### config.mk
export PLATFORM = sky130hd
export DESIGN_NAME = descrambler_sync
export DESIGN_NICKNAME = d
export VERILOG_FILES = /design/src/rtl/descrambler_sync.sv
export SDC_FILE = /design/constraint.sdc
export NUM_CORES = 1
export LEC_CHECK = 0
export ABC_AREA = 1
export CORE_MARGIN = 5
export CORE_UTILIZATION = 50
export DETAILED_ROUTE_END_ITERATION = 10
export HOLD_SLACK_MARGIN = 0.05
export PLACE_DENSITY_LB_ADDON = 0.3
export SLEW_MARGIN = 20
export SYNTH_ARGS = -nofsm -noshare
export SYNTH_HDL_FRONTEND = slang
export SYNTH_SLANG_ARGS = --single-unit
### constraint.sdc
create_clock -name clock -period 2.3 [get_ports clock]
set_input_delay 0.575 -clock clock [delete_from_list [all_inputs] [get_ports clock]]
set_output_delay 0.575 -clock clock [all_outputs]
set_load 0.05 [all_outputs]
### src/rtl/descrambler_sync.sv
// rtl/descrambler_sync.sv - 802.11b receive descrambler (z^-7 + z^-4 + 1) with PLCP sync/SFD front end
module descrambler_sync #(
    parameter int          ONES_THRESH = 32,
    parameter logic [15:0] SFD         = 16'hF3A0,
    parameter int          SFD_TIMEOUT = 64
) (
    input  logic       clock,
    input  logic       reset,
    input  logic       enable,
    input  logic       bit_in,
    input  logic       rearm,
    output logic       bit_out,
    output logic       bit_valid,
    output logic [6:0] state_out,
    output logic       sync_locked,
    output logic       sfd_found
);

    localparam int OW = $clog2(ONES_THRESH + 1);
    localparam int TW = $clog2(SFD_TIMEOUT + 1);

    localparam logic [OW-1:0] ONES_MAX = OW'(ONES_THRESH);
    localparam logic [TW-1:0] TMO_MAX  = TW'(SFD_TIMEOUT);

    localparam logic [1:0] ST_FLUSH   = 2'd0;
    localparam logic [1:0] ST_SEARCH  = 2'd1;
    localparam logic [1:0] ST_LOCKED  = 2'd2;
    localparam logic [1:0] ST_PAYLOAD = 2'd3;

    logic [6:0]    scr_q, scr_d;
    logic          bit_out_q, bit_out_d;
    logic          bit_valid_q, bit_valid_d;
    logic          sync_locked_q, sync_locked_d;
    logic          sfd_found_q, sfd_found_d;
    logic [1:0]    fsm_q, fsm_d;
    logic [2:0]    flush_cnt_q, flush_cnt_d;
    logic [OW-1:0] ones_cnt_q, ones_cnt_d;
    logic [TW-1:0] tmo_cnt_q, tmo_cnt_d;
    logic [15:0]   sfd_sr_q, sfd_sr_d;

    logic          d;
    logic [15:0]   sfd_next;
    logic [OW-1:0] ones_inc;
    logic [TW-1:0] tmo_inc;

    // Descramble the current bit and work out the next state of every register.
    always_comb begin
        d        = bit_in ^ scr_q[6] ^ scr_q[3];
        sfd_next = {d, sfd_sr_q[15:1]};
        ones_inc = (ones_cnt_q == ONES_MAX) ? ONES_MAX : ones_cnt_q + 1'b1;
        tmo_inc  = (tmo_cnt_q == TMO_MAX) ? TMO_MAX : tmo_cnt_q + 1'b1;

        scr_d         = scr_q;
        bit_out_d     = bit_out_q;
        bit_valid_d   = bit_valid_q;
        sync_locked_d = sync_locked_q;
        sfd_found_d   = 1'b0;
        fsm_d         = fsm_q;
        flush_cnt_d   = flush_cnt_q;
        ones_cnt_d    = ones_cnt_q;
        tmo_cnt_d     = tmo_cnt_q;
        sfd_sr_d      = sfd_sr_q;

        // The line is continuous, so the descrambler keeps shifting even on a rearm.
        if (enable) begin
            scr_d     = {scr_q[5:0], bit_in};
            bit_out_d = d;
        end

        if (rearm) begin
            fsm_d         = ST_FLUSH;
            flush_cnt_d   = '0;
            ones_cnt_d    = '0;
            tmo_cnt_d     = '0;
            sfd_sr_d      = '0;
            bit_valid_d   = 1'b0;
            sync_locked_d = 1'b0;
        end else if (enable) begin
            sfd_sr_d    = sfd_next;
            bit_valid_d = (fsm_q == ST_PAYLOAD);
            case (fsm_q)
                ST_FLUSH: begin
                    // Seven bits fill the shift register from the line.
                    if (flush_cnt_q == 3'd6) begin
                        flush_cnt_d = '0;
                        fsm_d       = ST_SEARCH;
                    end else begin
                        flush_cnt_d = flush_cnt_q + 3'd1;
                    end
                end
                ST_SEARCH: begin
                    if (d) begin
                        ones_cnt_d = ones_inc;
                        if (ones_inc == ONES_MAX) begin
                            fsm_d     = ST_LOCKED;
                            tmo_cnt_d = '0;
                        end
                    end else begin
                        ones_cnt_d = '0;
                    end
                end
                ST_LOCKED: begin
                    // A match outranks a timeout landing on the same bit.
                    if (sfd_next == SFD) begin
                        fsm_d       = ST_PAYLOAD;
                        sfd_found_d = 1'b1;
                    end else begin
                        tmo_cnt_d = tmo_inc;
                        if (tmo_inc == TMO_MAX) begin
                            fsm_d      = ST_SEARCH;
                            ones_cnt_d = '0;
                        end
                    end
                end
                ST_PAYLOAD: begin
                    fsm_d = ST_PAYLOAD;
                end
                default: begin
                    fsm_d = ST_FLUSH;
                end
            endcase
            sync_locked_d = (fsm_d == ST_LOCKED) || (fsm_d == ST_PAYLOAD);
        end
    end

    // State registers with synchronous reset taking priority over everything.
    always_ff @(posedge clock) begin
        if (reset) begin
            scr_q         <= '0;
            bit_out_q     <= 1'b0;
            bit_valid_q   <= 1'b0;
            sync_locked_q <= 1'b0;
            sfd_found_q   <= 1'b0;
            fsm_q         <= ST_FLUSH;
            flush_cnt_q   <= '0;
            ones_cnt_q    <= '0;
            tmo_cnt_q     <= '0;
            sfd_sr_q      <= '0;
        end else begin
            scr_q         <= scr_d;
            bit_out_q     <= bit_out_d;
            bit_valid_q   <= bit_valid_d;
            sync_locked_q <= sync_locked_d;
            sfd_found_q   <= sfd_found_d;
            fsm_q         <= fsm_d;
            flush_cnt_q   <= flush_cnt_d;
            ones_cnt_q    <= ones_cnt_d;
            tmo_cnt_q     <= tmo_cnt_d;
            sfd_sr_q      <= sfd_sr_d;
        end
    end

    assign bit_out     = bit_out_q;
    assign bit_valid   = bit_valid_q;
    assign state_out   = scr_q;
    assign sync_locked = sync_locked_q;
    assign sfd_found   = sfd_found_q;

endmodule
---- Word-level counts from Yosys, hierarchy flattened ----
Index checks and enable logic that the tools add are counted.
word-level totals
  register bits after elaboration ......... 45
  bits of input ports ..................... 5
  output and inout bits ................... 11
  logic and storage cells ................. 60
operators by class
  add/subtract/negate cells ............... 3
  eq/ne operators ......................... 15
  muxes and demuxes ....................... 20
  bitwise gates (word level) .............. 4
  reduce and logical (&&, ||, !) cells .... 8
operators by type and width
  operator                                              number
  two-way mux 7 bit                                     4
  two-way mux 6 bit                                     4
  equality test 16 bit (second input constant)          1
  equality test 7 bit (second input constant)           2
  two-way mux 2 bit                                     7
  case mux 7 bit (2 select lines)                       1
  equality test 6 bit (second input constant)           2
  case mux 6 bit (2 select lines)                       1
  equality test 2 bit (second input constant)           4
  inequality test 2 bit (second input constant)         4
  case mux 2 bit (4 select lines)                       1
  adder 7 x 1 -> 7 bit (second input constant)          1
  adder 6 x 1 -> 6 bit (second input constant)          1
  AND reduction 5 bit                                   1
  AND reduction 4 bit                                   1
  OR reduction 4 bit                                    1
  adder 3 x 1 -> 3 bit (second input constant)          1
  equality test 3 bit (second input constant)           1
  two-way mux 3 bit                                     1
  equality test 2 x 1 -> 1 bit (second input constant)  1
  logical NOT 2 bit                                     1
  NOT 1 bit                                             2
  AND reduction 2 bit                                   1
  nonzero test 2 bit                                    1
  4 further kinds                                       5

---- Longest topological paths before layout ----
Gate-level depths: netlist of the first run.
  depth after elaboration ................. 10
  gate-level depth with buffers ........... 15
  depth with buffers taken out ............ 15

---- Worst setup path before layout of the first run ----
OpenSTA, ideal clock, no wires.
  path type ............................... register -> register
  from .................................... reg fsm_q[0]
  to ...................................... reg tmo_cnt_q[5]
  library setup time ...................... 116 ps
  data arrival time ....................... 1648 ps
  path slack .............................. 536 ps
  cell stages (with the launch flop) ...... 13
  path buffers ............................ 0
  clock period less this slack ............ 1764 ps
  cells stage by stage .................... dfxtp_1 > inv_1 > ha_1 > inv_2 > nor2_2 > nand3_1 > nor3_2 > nand2_1 > and3_4 > nand2_4 > inv_2 > nor2_1 > nor2_1
between the ends
  longest elaborated chain between the ends .. 3
  elaborated cells on any way between the ends .. 8
  classes of those cells .................. eq/ne: 5; mux: 1; reduce/logical: 2
RTL lines
  item                                                                   RTL line  text
  from (decl)                                                            35        logic [1:0] fsm_q, fsm_d;
  from (signal assigned)                                                 145       fsm_q <= fsm_d;
  equality test 2 x 1 -> 1 bit or equality test 2 bit (tied branches)    81        case (fsm_q)
  inequality test 2 bit (no line) or nonzero test 2 bit (tied branches)  --
  AND reduction 5 bit (no line)                                          --
  to (signal assigned)                                                   148       tmo_cnt_q <= tmo_cnt_d;
  to (decl)                                                              38        logic [TW-1:0] tmo_cnt_q, tmo_cnt_d;
Several ways; a longest one is shown, not always the timed one.
A chain may end at the register's enable or synchronous reset.

---- Worst setup path after layout of the first run ----
  from .................................... reg scr_q[3] (netlist: state_out[3])
  to ...................................... out state_out[3]
RTL lines
  item                    RTL line  text
  from (decl)             30        logic [6:0] scr_q, scr_d;
  from (signal assigned)  140       scr_q <= scr_d;
  to (decl)               14        output logic [6:0] state_out,
No word-level cell between the ends.

==> metrics, run 1 <==
Die Y=76.9 um; Syn Nets=349; CORE AREA=4350 sq um; crit path time final=2.10 ns; GRT met1 Usage=19.6%; total track usage=15.2%; H-tree depth=2; Synth Area in Simple Gates=32.4%; Setup TNS=0 ns; row cnt=24; initial antenna violation count=0; worst slack, placed=0.125 ns; drt first pass iters=4; maximum vdd drop=0.494 mV; hold-fix buffers at CTS=0; Worst Setup End Kind=output port; Final period util=91.2%; synthesized area per cell=6.69 sq um; worst-path cell chain=clkdlybuf4s50_1; Rel. slew slack=66.4%; fin util=59.0%; Mapped Cells=335; largest family of logic cells by synthesized area=simple AND/OR/NAND/NOR gates; GRT Max-Usage Layer=met2; Global Route met3 Usage=4.68%; RSZ-0062 raised after global routing=no; CP max FO=5; DR DRC count=0; Critical Path RT=1.73 ns; wire per inst=10.4 um; Yosys cell types=27; post-CTS sizing=0; most common cell after layout, fill and taps aside=nand2_1; post-synth top area share=39.3%; aggregate global routing overflow=0; Synth Cell Area=2240 sq um; MaxCap Viol Count=0; mux contribution to synthesized area=0%; Synth Area in Adders=5.03%; Ys Warns=0; Worst-Margin Slew=0.502 ns; fin. max-slew vios=0; Synth Area in Compound Gates=13.9%; Placer Congestion=0.817; final hold viol count=0; Die Area=5920 sq um; Vias/cell=4.85; Final #Nets=368; design area=2570 sq um; CTS max path bufs=2; worst path arrival time=1.52 ns; f_max=477 MHz; top cell type by total area after synthesis=dfxtp_1; Worst setup SP type=flip-flop; global-route wire length before repair=7.49 mm; commonest cells after routing, fill and taps aside=71 x nand2_1, 62 x nor2_1, 44 x dfxtp_1; largest net degree at the start of global routing=22; ant diodes=0; TritonCTS Buffers=5; Worst-Skew Late Latency=0.30 ns; Setup Fix Bufs, Post-CTS=0; vias in the first global route=1,719; Area contributors post-synth=dfxtp_1 39%, nand2_1 12%, nor2_1 10%; layout cells sized above 1=7.89%; CTS tree=done; crit path max-delay cell type=clkdlybuf4s50_1; pwr dens=587 nW/um^2; Post-DRT Antenna Nets=0; Worst Clk Skew=0.00686 ns; Largest delay share family, worst path=buffers and inverters; Finished Layout Cells=407; port bufs=15; final worst slack=0.202 ns; Top-Level Pins=16; final setup violating endpoints=0; # fillers=412; Crit Path Class=flip-flop to output port; Post-DP HPWL=3.16 mm; buffers and inverters on the worst path=1; clk slew on worst S/H paths=0.08 ns; Seq/Total Area, Yosys=39.3%; Root Buffer=clkbuf_8; Placed Instances=399; die width=76.9 um; DRT Wirelength=4.24 mm; Area after DPL=2460 sq um; via count=1,972; Starting Density=51.4%; Yosys reg bits=44; Synth-to-Final Area Change=14.6%; LEAKAGE=1.01 nW; post-synthesis xor/xnor area fraction=0.391%; met2 Usage GRT=24.3%; status=completed; Hold Crit Class=flip-flop to flip-flop; Detailed Route Iter0 Violations=110; CP max stage delay=0.83 ns; CTS sink cnt=44
-- tightest hold or removal path, stage by stage, from the launching register on --
cell and delay (ns):
dfxtp_1 0.31, nand2_1 0.06, a21oi_1 0.05
-- metal layers --
metal	wire length [um]	share of wire (%)
met5	0	0
met4	61	1.4
met3	119	2.8
met2	1930	46
met1	2120	50
-- cells in the mapped netlist --
master and number:
nand2_1 71, nor2_1 62, dfxtp_1 44, inv_1 39, a21oi_1 28, o21ai_0 25, nand3_1 16, ha_1 9
nor3_1 6, clkbuf_1 5, buf_1 3, inv_2 3, nand3b_1 3, nor2_2 3, o21ai_1 3, nand2_2 2
nand2_4 2, nand4_1 2, a211oi_1 1, a21oi_2 1, a31oi_1 1, and3_4 1, clkbuf_8 1, nor3_2 1
o21bai_1 1, or2_2 1, xor2_1 1
-- worst paths after layout --
path | end | slack [ns] | startpoint | cells after the start
hold / removal | sfd_sr_q[1]$_SDFFE_PP0P_ | 0.47 | sfd_sr_q[1]$_SDFFE_PP0P_ | 2
setup reg to reg | tmo_cnt_q[5]$_SDFFE_PP0P_ | 0.27 | fsm_q[0]$_SDFFE_PP0P_ | 12
setup / recovery | state_out[3] | 0.20 | state_out[3]$_SDFFE_PP0P_ | 1
hold reg to reg | sfd_sr_q[1]$_SDFFE_PP0P_ | 0.47 | sfd_sr_q[1]$_SDFFE_PP0P_ | 2
-- power breakdown --
group	switching, W	internal, W	total (W)
Combinational	0.0000904	0.0000464	0.000137
Sequential	0.0000107	0.000777	0.000787
Clock	0.000262	0.000321	0.000583
-- cell type report --
type | instances | area (sq um) | share of cell area (%)
tap | 52 | 65.1 | 2.53
multi-input combinational | 240 | 1160 | 45.1
inverter | 42 | 158 | 6.14
sequential | 44 | 881 | 34.3
clock inverter | 3 | 42.5 | 1.66
timing repair buffer | 21 | 195 | 7.60
clock buffer | 5 | 68.8 | 2.68
-- cell families after synthesis --
group           count (synthesis)
xor+xnor                        1
fa+ha+maj                       9
compound gates                 60
flops                          44
buf+inv                        51
simple gates                  170
-- flip-flops by register name, summed over array words and instances, names as in the netlist --
signal / flops
ones_cnt_q: 6
bit_valid: 1
tmo_cnt_q: 7
state_out: 7
sfd_found: 1
flush_cnt_q: 3
bit_out: 1
fsm_q: 2
sfd_sr_q: 15
sync_locked: 1
-- per-stage QoR --
stage / total power, W / hold WS [ns]
final: 0.00151 / 0.468
after global routing: 0.00158 / 0.497
after CTS: 0.00153 / 0.473
after detailed placement: 0.000943 / 0.462
after global placement: 0.000943 / 0.451
after floorplan: 0.000898 / 0.441
Note: power is estimated with default switching activity, not from simulation.
==> run 2: changes to the inputs <==
SETUP_SLACK_MARGIN = 0.3   (was default)
TNS_END_PERCENT = 5   (was default)
==> run 2 against run 1 <==
Via count increased by 0.91%. Flip-flop and latch count stayed put. Maximum frequency increased by 2.4%. Worst setup slack better by 0.048 ns. Combinational power is essentially flat. Clock power barely moved. Worst hold slack is essentially flat. Critical endpoint is now state_out[0]. Largest cell class unchanged. Highest routed layer unchanged.
==> metrics, run 2 (synthesis results as in run 1) <==
CTS sink cnt=44 (unchanged); Setup Fix Bufs, Post-CTS=0 (unchanged); Logic pwr share=9.0% (about the same); CORE AREA=4350 sq um (unchanged); clock power share=38.8% (about the same); Final #Nets=368 (unchanged); initial antenna violation count=0 (unchanged); wire per inst=10.5 um (+0.59%); Top-Level Pins=16 (unchanged); Placer Congestion=0.817 (unchanged); DR DRC count=0 (unchanged); Crit Path Class=flip-flop to output port; H-tree depth=2 (unchanged); RSZ-0062 raised after global routing=yes; Worst Setup End Kind=output port; worst slack, placed=0.125 ns (unchanged); MaxCap Viol Count=0 (unchanged); Worst-Skew Late Latency=0.30 ns (about the same); CP max stage delay=0.81 ns (-0.02 ns); crit path time final=2.05 ns (-0.0485 ns); CTS max path bufs=2 (unchanged); pwr dens=584 nW/um^2 (-0.54%); f_max=488 MHz (+2.4%); maximum vdd drop=0.495 mV (+0.11%); worst path arrival time=1.47 ns (-0.05 ns); final setup violating endpoints=0 (unchanged); buffers and inverters on the worst path=1 (unchanged); aggregate global routing overflow=0 (unchanged); Root Buffer=clkbuf_8; Setup TNS=0 ns (unchanged); commonest cells after routing, fill and taps aside=71 x nand2_1, 62 x nor2_1, 44 x dfxtp_1; layout cells sized above 1=8.17% (+0.28 points); Critical Path RT=1.73 ns (about the same); largest net degree at the start of global routing=22 (unchanged); die width=76.9 um (unchanged); Worst setup SP type=flip-flop; clk slew on worst S/H paths=0.08 ns (about the same); Hold Crit Class=flip-flop to flip-flop; Internal Pwr Total=0.00114 W (about the same); Detailed Route Iter0 Violations=121 (+10%); Post-DRT Antenna Nets=0 (unchanged); Worst-Margin Slew=0.507 ns (+0.00426 ns); Final Power=0.00151 W (about the same); final hold viol count=0 (unchanged); vias in the first global route=1,719 (unchanged); Largest register FFs=15 (unchanged); worst-path cell chain=clkdlybuf4s50_1; Die Y=76.9 um (unchanged); crit path max-delay cell type=clkdlybuf4s50_1; final worst slack=0.251 ns (+0.0485 ns); ant diodes=0 (unchanged); drt first pass iters=4 (unchanged); Starting Density=51.4% (unchanged); TritonCTS Buffers=5 (unchanged); fin. max-slew vios=0 (unchanged); P_sw=0.000364 W (+0.19%); sw frac=24.1% (+0.048 points); sequential share of power=52.2% (about the same); port bufs=15 (unchanged); Vias/cell=4.89 (+0.91%); Rel. slew slack=66.2% (-0.23 points); via count=1,990 (+0.91%); LEAKAGE=1.03 nW (+2.0%); CTS tree=done; Worst Clk Skew=0.00679 ns (-0.0000677 ns); most common cell after layout, fill and taps aside=nand2_1; row cnt=24 (unchanged); Post-DP HPWL=3.16 mm (unchanged); Final period util=89.1% (-2.1 points); total track usage=15.2% (unchanged); Most flops, register=sfd_sr_q; CP max FO=3 (-2); global-route wire length before repair=7.49 mm (unchanged); Die Area=5920 sq um (unchanged); Synth-to-Final Area Change=15.3%; DRT Wirelength=4.26 mm (+0.59%); Largest delay share family, worst path=buffers and inverters; status=completed; hold-fix buffers at CTS=0 (unchanged)
## run 2: layer usage
layer,vias to the layer above,GRT usage (%),share of wire (%)
li1,1096,-,-
met1,865,19.6,49
met2,24,24.3,46
met3,5,4.68,3.4
met4,0,4.72,1.4
met5,-,0,0
## run 2: area by class of cell
type	instances	area, sq um
Fill cell	410	1770
Multi-Input combinational cell	240	1170
Sequential cell	44	881
Timing Repair Buffer	21	196
Inverter	42	158
Clock buffer	5	68.8
Tap cell	52	65.1
Clock inverter	3	42.5
## run 2: path summary, 6_finish.rpt
path | from | to | slack, ns | cells after the start
setup / recovery | state_out[0]$_SDFFE_PP0P_ | state_out[0] | 0.25 | 1
hold / removal | sfd_sr_q[1]$_SDFFE_PP0P_ | sfd_sr_q[1]$_SDFFE_PP0P_ | 0.47 | 2
setup reg to reg | fsm_q[0]$_SDFFE_PP0P_ | tmo_cnt_q[1]$_SDFFE_PP0P_ | 0.40 | 12
hold reg to reg | sfd_sr_q[1]$_SDFFE_PP0P_ | sfd_sr_q[1]$_SDFFE_PP0P_ | 0.47 | 2
## run 2: power groups by stage
stage,clock network (W),logic [W],registers [W]
after global placement,0,0.000137,0.000805
final,0.000584,0.000136,0.000787
after detailed placement,0,0.000138,0.000806
after floorplan,0,0.0000607,0.000837
after global routing,0.000642,0.000149,0.000790
after CTS,0.000603,0.000137,0.000788
## run 2: per-stage QoR
step           std cells  hold slack (ns)  util [%]  area, sq um
2_1_floorplan        335            0.441         -         2240
3_3_place_gp         399            0.451      56.4         2460
3_5_place_dp         399            0.462      56.4         2460
4_1_cts              407            0.473      58.9         2570
5_1_grt              407            0.497      59.3         2580
6_report             407            0.468      59.3         2580
## run 2: worst reg2reg max path, cell delays in order, from the launching register on
cell and delay (ns):
dfxtp_1 0.36, inv_1 0.17, ha_4 0.20, inv_2 0.09, nor2_2 0.08, nand3_1 0.08, nor3_2 0.21, nand2_1 0.10
and3_4 0.19, nand2_4 0.10, inv_2 0.08, nor2_1 0.09, nor2_1 0.05
## run 2: timing repair
item,4_1_cts,5_1_grt
endpoints found under the hold margin,0,0
resized for setup,1,3
pin swaps,0,0
endpoints found under the setup margin,23,26
==> run 3: changes to the inputs <==
SLEW_MARGIN = 25   (was 20)
==> results of run 3 <==
Same layout as run 2: the final DEF is identical, and so are final timing and power.
